`src/rtl/fusioncap_pool_scheduler.sv`:
```
// Fusion-CAP pooling scheduler: fetches 10-sample groups, runs the averaging PE, writes results.
// Optional FUSIONCAP_SCHED_RELU_EN clamps negative PE results to zero on the write path.
module fusioncap_pool_scheduler #(
  parameter int ADDR_W = 10,
  parameter int GRP_W  = 6,
  parameter int PE_LAT = 5
) (
  input  logic              clk,
  input  logic              rst,
  input  logic              cmd_valid,
  output logic              cmd_ready,
  input  logic [GRP_W-1:0]  cmd_groups,
  output logic              rd_en,
  output logic [ADDR_W-1:0] rd_addr,
  input  logic [15:0]       rd_data,
  output logic              pe_start,
  output logic [159:0]      pe_x,
  input  logic [15:0]       pe_odata,
  output logic              wr_en,
  output logic [ADDR_W-1:0] wr_addr,
  output logic [15:0]       wr_data,
  output logic              busy,
  output logic              done
);

  localparam int CNT_W = $clog2(PE_LAT + 1);

  typedef enum logic [2:0] {
    IDLE, FETCH, WAIT_RD, START, WAIT_PE, WRITE, FINISH
  } state_t;

  state_t             state, state_nxt;
  logic [GRP_W-1:0]   groups_q;
  logic [GRP_W-1:0]   grp;
  logic [ADDR_W-1:0]  base;
  logic [3:0]         k;
  logic [CNT_W-1:0]   pe_cnt;
  logic               last_grp;

  assign last_grp = (grp == groups_q - GRP_W'(1));

  always_comb begin
    state_nxt = state;
    cmd_ready = 1'b0;
    rd_en     = 1'b0;
    rd_addr   = '0;
    pe_start  = 1'b0;
    wr_en     = 1'b0;
    wr_addr   = '0;
    wr_data   = '0;
    busy      = 1'b1;
    done      = 1'b0;
    case (state)
      IDLE: begin
        cmd_ready = 1'b1;
        busy      = 1'b0;
        if (cmd_valid) state_nxt = (cmd_groups == '0) ? FINISH : FETCH;
      end
      FETCH: begin
        rd_en   = 1'b1;
        // base tracks grp*10 so the address wraps naturally at ADDR_W
        rd_addr = base + ADDR_W'(k);
        if (k == 4'd9) state_nxt = WAIT_RD;
      end
      WAIT_RD: state_nxt = START;
      START: begin
        pe_start  = 1'b1;
        state_nxt = WAIT_PE;
      end
      WAIT_PE: begin
        if (pe_cnt == CNT_W'(PE_LAT - 1)) state_nxt = WRITE;
      end
      WRITE: begin
        wr_en   = 1'b1;
        wr_addr = ADDR_W'(grp);
`ifdef FUSIONCAP_SCHED_RELU_EN
        wr_data = pe_odata[15] ? 16'd0 : pe_odata;
`else
        wr_data = pe_odata;
`endif
        state_nxt = last_grp ? FINISH : FETCH;
      end
      FINISH: begin
        done      = 1'b1;
        state_nxt = IDLE;
      end
      default: state_nxt = IDLE;
    endcase
  end

  always_ff @(posedge clk) begin
    if (rst) begin
      state    <= IDLE;
      groups_q <= '0;
      grp      <= '0;
      base     <= '0;
      k        <= '0;
      pe_cnt   <= '0;
      pe_x     <= '0;
    end else begin
      state <= state_nxt;
      case (state)
        IDLE: begin
          if (cmd_valid) begin
            groups_q <= cmd_groups;
            grp      <= '0;
            base     <= '0;
            k        <= '0;
          end
        end
        FETCH: begin
          // sample read in cycle k-1 arrives now and lands in slot k-1
          if (k != 4'd0) pe_x[{k - 4'd1, 4'b0000} +: 16] <= rd_data;
          k <= (k == 4'd9) ? 4'd0 : k + 4'd1;
        end
        WAIT_RD: begin
          pe_x[159:144] <= rd_data;
          pe_cnt        <= '0;
        end
        WAIT_PE: pe_cnt <= pe_cnt + CNT_W'(1);
        WRITE: begin
          if (!last_grp) begin
            grp  <= grp + GRP_W'(1);
            base <= base + ADDR_W'(10);
            k    <= '0;
          end
        end
        default: ;
      endcase
    end
  end

endmodule

```
`config.mk`:
```
export PLATFORM = sky130hd
export DESIGN_NAME = fusioncap_pool_scheduler
export DESIGN_NICKNAME = d
export VERILOG_FILES = /design/src/rtl/fusioncap_pool_scheduler.sv
export SDC_FILE = /design/constraint.sdc
export NUM_CORES = 1
export LEC_CHECK = 0
export CELL_PAD_IN_SITES_DETAIL_PLACEMENT = 0
export CELL_PAD_IN_SITES_GLOBAL_PLACEMENT = 1
export CORE_UTILIZATION = 39
export DETAILED_ROUTE_END_ITERATION = 8
export PLACE_DENSITY = 0.95
export SETUP_SLACK_MARGIN = 0.02
export SLEW_MARGIN = 20
export SYNTH_ARGS = -nofsm -noshare
export SYNTH_HDL_FRONTEND = slang
export SYNTH_SLANG_ARGS = --single-unit
```
`constraint.sdc`:
```
create_clock -name clk -period 6 [get_ports clk]
set_clock_uncertainty 0.05 [all_clocks]
set_input_delay 0.6 -clock clk [delete_from_list [all_inputs] [get_ports clk]]
set_output_delay 0.6 -clock clk [all_outputs]
set_load 0.01 [all_outputs]
```
==> impl_metrics.ini, run 1 <==
[global_route]
grt_overflow_total = 0
grt_use_total_pct = 21.8
grt_pass1_wl_mm = 40.0
grt_max_degree = 74
grt_antenna_before_repair = 0
first_global_vias = 7107

[power]
power_mw = 3.29
power_switching_share_pct = 34.7
leakagePower_nw = 3.91
power_switching_mw = 1.14
p_comb_share_pct = 23.5
intPower_mw = 2.15
seqPwrFrac_pct = 41.3
p_clk_share_pct = 35.1
vdd.ir_drop.worst_mv = 0.201
power.density_nw_per_um2 = 280

[min_path]
hold_path_class = reg2reg

[yosys]
yosys-top-cells-area = dfxtp_1 43%, mux2i_1 9.5%, nand2b_1 7.0%
yosysTopAreaCell = dfxtp_1
yosys-top-cells-count = 191 x dfxtp_1, 99 x nand2b_1, 94 x nand2_1
synth_seq_cells = 191
async_reset_ff_share_pct = 0
syn_area_um2 = 8840
ys_types = 65
ys_seq_area_share_pct = 43.2
postSynthCellCount = 998
syn_avg_cell_area_um2 = 8.86
ys.warnings.count = 0
synth.most_common_cell = dfxtp_1
synthFlopType = dfxtp_1
yosys.area.top_type_share_pct = 43.2
synth-edff-count = 0

[floorplan]
dieArea_um2 = 23300
ios = 243
dieHeight_um = 153
core_area_um2 = 22000
initial_core_util_pct = 40.1
core.rowCount = 54
die_x_um = 153

[worst_setup_path]
crit_chain = inv_1, ha_1, xnor2_2, a31oi_4, xnor2_4, a211oi_1, nor2b_2, mux2i_1
cp-end-kind = flop
required_ns = 6.32
critPathMaxStageDelay_ns = 0.93
path_max_fanout = 16
cp.arrival_ns = 4.02
slowest_stage = nor2b_2
start_kind = flop
crit_family = simple AND/OR/NAND/NOR gates
critPathKind = reg2reg
path_buf_inv = 1

[layout]
syn2layout_area_growth_pct = 33.0
regArea_um2 = 3820
layout-drive-gt1-share_pct = 6.45
multiInputGateArea_um2 = 4450
num-fill-cells = 2043
diodes = 0
nets = 1235

[placement]
port_buffers = 238
post-dp-hpwl_mm = 17.4
routabilityCongestion = 0.857

[timing]
period_share_pct = 61.8
max_slew.worst_pin.slew_ns = 1.08
setup_tns_ns = 0
fmax_mhz = 270
timing.slew.headroom_pct = 27.5
fin_crit_ns = 3.71
hold_violations = 0
slew_viol_final = 0
setup_violations = 0
rsz0062_at_grt = no

[detailed_routing]
drtAntennaViolNets = 0
vias_per_cell = 5.15
vias = 7583
firstDrtPassIters = 8
wire_per_inst_um = 17.3
routed_wl_mm = 25.5
drtIter0Drc = 445
drc_errors = 12

[run_status]
violations = design-rule violations
outcome = finished with violations

[job]
max_cap_viol_count = 0

[clock_network]
cts_inserted_buffers = 17
clockRootBuffer = clkbuf_16
htree_num_levels = 4
cts_tree = built
hold_buffers = 0
cts_setup_buffers = 0
clock_latency_ns = 0.44
cts_max_path_buffers = 2
path_clk_slew_ns = 0.08
cts_resized = 0
cts_sinks = 191
worst paths after layout:
kind | start | endpoint | slack [ns] | cells past startpoint
worst min-delay path | pe_x[6]$_SDFFE_PP0P_ | pe_x[6]$_SDFFE_PP0P_ | 0.40 | 2
worst max-delay path | k[0]$_SDFFE_PP0P_ | pe_x[85]$_SDFFE_PP0P_ | 2.29 | 8
worst min register to register | pe_x[6]$_SDFFE_PP0P_ | pe_x[6]$_SDFFE_PP0P_ | 0.40 | 2
worst max register to register | k[0]$_SDFFE_PP0P_ | pe_x[85]$_SDFFE_PP0P_ | 2.29 | 8
sequential cells by signal (all words and copies together), names as in the netlist:
| name | count |
|---|---|
| pe_x | 160 |
| base | 9 |
| state | 3 |
| groups_q | 6 |
| k | 4 |
| pe_cnt | 3 |
| grp | 6 |
cells by family (layout without fill, tap and decap cells):
group	count (synthesis)	count (layout)	synth area share [%]
AND/OR/NAND/NOR	422	422	24.4
flip-flops	191	191	43.2
AO/OA/AOI/OAI	162	162	11.5
other	1	4	0.0424
multiplexers	86	86	9.76
adder cells (fa/ha/maj)	14	14	1.98
buffers and inverters	104	296	6.99
XOR/XNOR	18	18	2.08
power groups by stage:
stage	Combinational [mW]	Sequential, mW	Clock (mW)
6_report	0.775	1.36	1.16
4_1_cts	0.771	1.36	1.18
3_3_place_gp	0.760	1.39	0
2_1_floorplan	0.571	1.36	0
5_1_grt	0.845	1.37	1.23
3_5_place_dp	0.769	1.39	0
layout make-up:
class | count | area share [%]
clock buffers | 17 | 3.62
multi-input cells | 706 | 37.8
inverters | 14 | 0.447
flip-flops and latches | 191 | 32.5
repair buffers | 250 | 21.0
well taps | 280 | 2.98
clock inverters | 15 | 1.60
cell usage in the layout, fill, tap and decap left out, types with 3 or more instances in the layout:
cell type          n
a22oi_1           10
nand2_1           94
clkdlybuf4s50_1  237
nor4_1             4
and3_1             6
o211ai_1           4
nor2b_1            3
o21ai_0           63
a211oi_1           4
o31ai_1            6
or2_2              3
conb_1             4
clkinv_8           5
xnor2_1            9
and2_1            23
dfxtp_1          191
mux2i_1           84
xor2_1             7
nor3_2             4
a31oi_1            4
buf_4             13
clkbuf_16         17
nor3_1            11
nand2b_1          99
ha_1              14
nor2_2             3
a21oi_1           48
nand3_1           72
nor2_1            72
or4_1              8
nand4_1            3
inv_1             14
inv_8              5
or3_1              7
per-layer routing:
metal | track usage (%) | vias to the layer above | routed length [um]
met3 | 6.06 | 43 | 1790
li1 | - | 3751 | -
met5 | 0 | - | 0
met4 | 7.98 | 0 | 705
met1 | 27.0 | 3555 | 11000
met2 | 36.0 | 234 | 12000
worst register-to-register path: stages (launching register included):
cell and delay, ns:
dfxtp_1 0.68, inv_1 0.31, ha_1 0.37, xnor2_2 0.32, a31oi_4 0.16, xnor2_4 0.24
a211oi_1 0.30, nor2b_2 0.93, mux2i_1 0.28
through the flow:
step / cell area [um^2] / hold WS [ns] / cells / util [%] / worst slack, ns
3_5_place_dp: 11100 / 0.392 / 1441 / 50.6 / 2.37
3_3_place_gp: 11100 / 0.388 / 1441 / 50.6 / 2.48
4_1_cts: 11800 / 0.403 / 1473 / 53.4 / 2.28
5_1_grt: 11800 / 0.418 / 1473 / 53.4 / 1.96
6_report: 11800 / 0.402 / 1473 / 53.4 / 2.29
2_1_floorplan: 8850 / 0.414 / 1001 / - / 3.24
Power figures use the tool's default switching activity.
==> inputs of run 2 (changes only) <==
--- a/config.mk
+++ b/config.mk
@@ -7,9 +7,9 @@
 export LEC_CHECK = 0
 export CELL_PAD_IN_SITES_DETAIL_PLACEMENT = 0
 export CELL_PAD_IN_SITES_GLOBAL_PLACEMENT = 1
-export CORE_UTILIZATION = 39
+export CORE_UTILIZATION = 32
 export DETAILED_ROUTE_END_ITERATION = 8
-export PLACE_DENSITY = 0.95
+export PLACE_DENSITY = 0.86
 export SETUP_SLACK_MARGIN = 0.02
 export SLEW_MARGIN = 20
 export SYNTH_ARGS = -nofsm -noshare
==> constraint.sdc (replaced) <==
create_clock -name clk -period 3.1 [get_ports clk]
set_clock_uncertainty 0.05 [all_clocks]
set_input_delay 0.31 -clock clk [delete_from_list [all_inputs] [get_ports clk]]
set_output_delay 0.31 -clock clk [all_outputs]
set_load 0.01 [all_outputs]
==> run 2 against run 1 <==
Compared with the run above: the run now ends clean; via count increased by 1.0%; hold slack worse by 0.082 ns; sequential power grew 92%; register-to-register slack worse by 1.9 ns; design area grew 1.2%; critical path type is now reg2out; largest cell class unchanged; combinational power grew 100%; wire length increased by 7.0%; first-iteration DRC count grew 62%.
==> impl_metrics.ini, run 2 (same netlist as run 1, synthesis figures left out) <==
[detailed_routing]
wire_per_inst_um = 17.6
vias = 7659
firstDrtPassIters = 5
drtAntennaViolNets = 0
routed_wl_mm = 27.3
vias_per_cell = 4.95
drtIter0Drc = 719
drc_errors = 0

[worst_setup_path]
cp.arrival_ns = 2.50
start_kind = flop
startpoint = base[2]$_SDFFE_PP0P_
cpMostUsedCell = nor2_1
crit_chain = ha_1, a21oi_1, nor2b_1, o21ai_1, nor2_1, xnor2_1, nor2_1, clkdlybuf4s50_1
cp-end-kind = primary output
required_ns = 2.74
critPathKind = reg2out
path_max_fanout = 4
slowest_stage = clkdlybuf4s50_1
r2r_start = state[0]$_SDFFE_PP0P_
critPathMaxStageDelay_ns = 0.54

[layout]
num-fill-cells = 2664
layout-drive-gt1-share_pct = 7.30
mostFrequentLayoutCell = clkdlybuf4s50_1
final_cell_mix = 237 x clkdlybuf4s50_1, 191 x dfxtp_1, 99 x nand2b_1, 94 x nand2_1, 84 x mux2i_1
stdcell_area_um2 = 11900
postLayoutCoreUtil_pct = 44.0
nets = 1247
largest_reg_flops = 160
stdcell_count = 1546
top_regs = pe_x: 160 flops, base: 9 flops
diodes = 0
regMostFlops = pe_x
syn2layout_area_growth_pct = 34.6

[clock_network]
path_clk_slew_ns = 0.08
hold_buffers = 0
cts_inserted_buffers = 17
clock_latency_ns = 0.43
cts_max_path_buffers = 2
clockRootBuffer = clkbuf_16
cts_resized = 0
cts_setup_buffers = 0
htree_num_levels = 4
cts_sinks = 191
cts_tree = built

[job]
max_cap_viol_count = 0

[min_path]
hold_start = rst
hold_path_class = in2reg

[timing]
worst_slack_ns = 0.235
rsz0062_at_grt = no
fin_crit_ns = 2.86
setup_violations = 0
slew_viol_final = 0
hold_violations = 0
setup_tns_ns = 0
timing.slew.headroom_pct = 44.4
max_slew.worst_pin.slew_ns = 0.831
period_share_pct = 92.4
fmax_mhz = 349

[global_route]
grt_antenna_before_repair = 0
grt_overflow_total = 0
first_global_vias = 7109
grt_use_total_pct = 19.2
grt_pass1_wl_mm = 41.8
grt_max_degree = 70

[placement]
port_buffers = 238
place_ws_ns = 0.411
numPlacedInstances = 1514
post-dp-hpwl_mm = 18.3
routabilityCongestion = 0.806
place_area_um2 = 11300

[power]
power.density_nw_per_um2 = 537
leakagePower_nw = 3.97
vdd.ir_drop.worst_mv = 0.261

[floorplan]
core_area_um2 = 27000
initial_core_util_pct = 32.7
ios = 243
dieArea_um2 = 28300
die_x_um = 168
dieHeight_um = 168
core.rowCount = 60

[run_status]
outcome = completed
==> run 2: cell type report <==
type / count / area [um^2] / area share [%]
multi-input combinational: 706 / 4440 / 37.3
tap: 341 / 427 / 3.59
timing repair buffer: 262 / 2560 / 21.5
clock inverter: 15 / 168 / 1.41
clock buffer: 17 / 425 / 3.58
inverter: 14 / 52.6 / 0.442
sequential: 191 / 3820 / 32.1
==> run 2: power by group <==
part           internal [mW]  switching, mW
Combinational          0.558           1.01
Clock                   1.09           1.13
Sequential              2.51         0.0912
==> run 2: final timing paths <==
path,endpoint,slack [ns],cells after the start
setup / recovery,rd_addr[7],0.24,8
hold / removal,groups_q[5]$_SDFFE_PP0P_,0.32,2
setup reg to reg,pe_x[142]$_SDFFE_PP0P_,0.38,7
hold reg to reg,pe_x[154]$_SDFFE_PP0P_,0.40,2
==> run 2: through the flow <==
stage / power, mW / hold WS [ns]
floorplan: 3.73 / 0.394
global placement: 4.21 / 0.388
detailed placement: 4.22 / 0.392
CTS: 6.44 / 0.325
global route: 6.70 / 0.336
finish: 6.39 / 0.320
==> run 2: worst max-delay path, delay by kind of cell (launching register included) <==
family,cells,cell delay [ns]
and+or+nand+nor,3,0.29
xor gates and xnor gates,1,0.12
AOI/OAI and AO/OA,2,0.44
DFF,1,0.35
buffers and inverters,1,0.54
adders and majority gates,1,0.33
==> run 2: per-layer routing <==
layer	global-route usage, %	up-vias	part of all wire, %
li1	-	3762	-
met1	24.4	3663	45
met2	31.7	217	48
met3	5.15	17	5.9
met4	5.45	0	1.4
met5	0	-	0
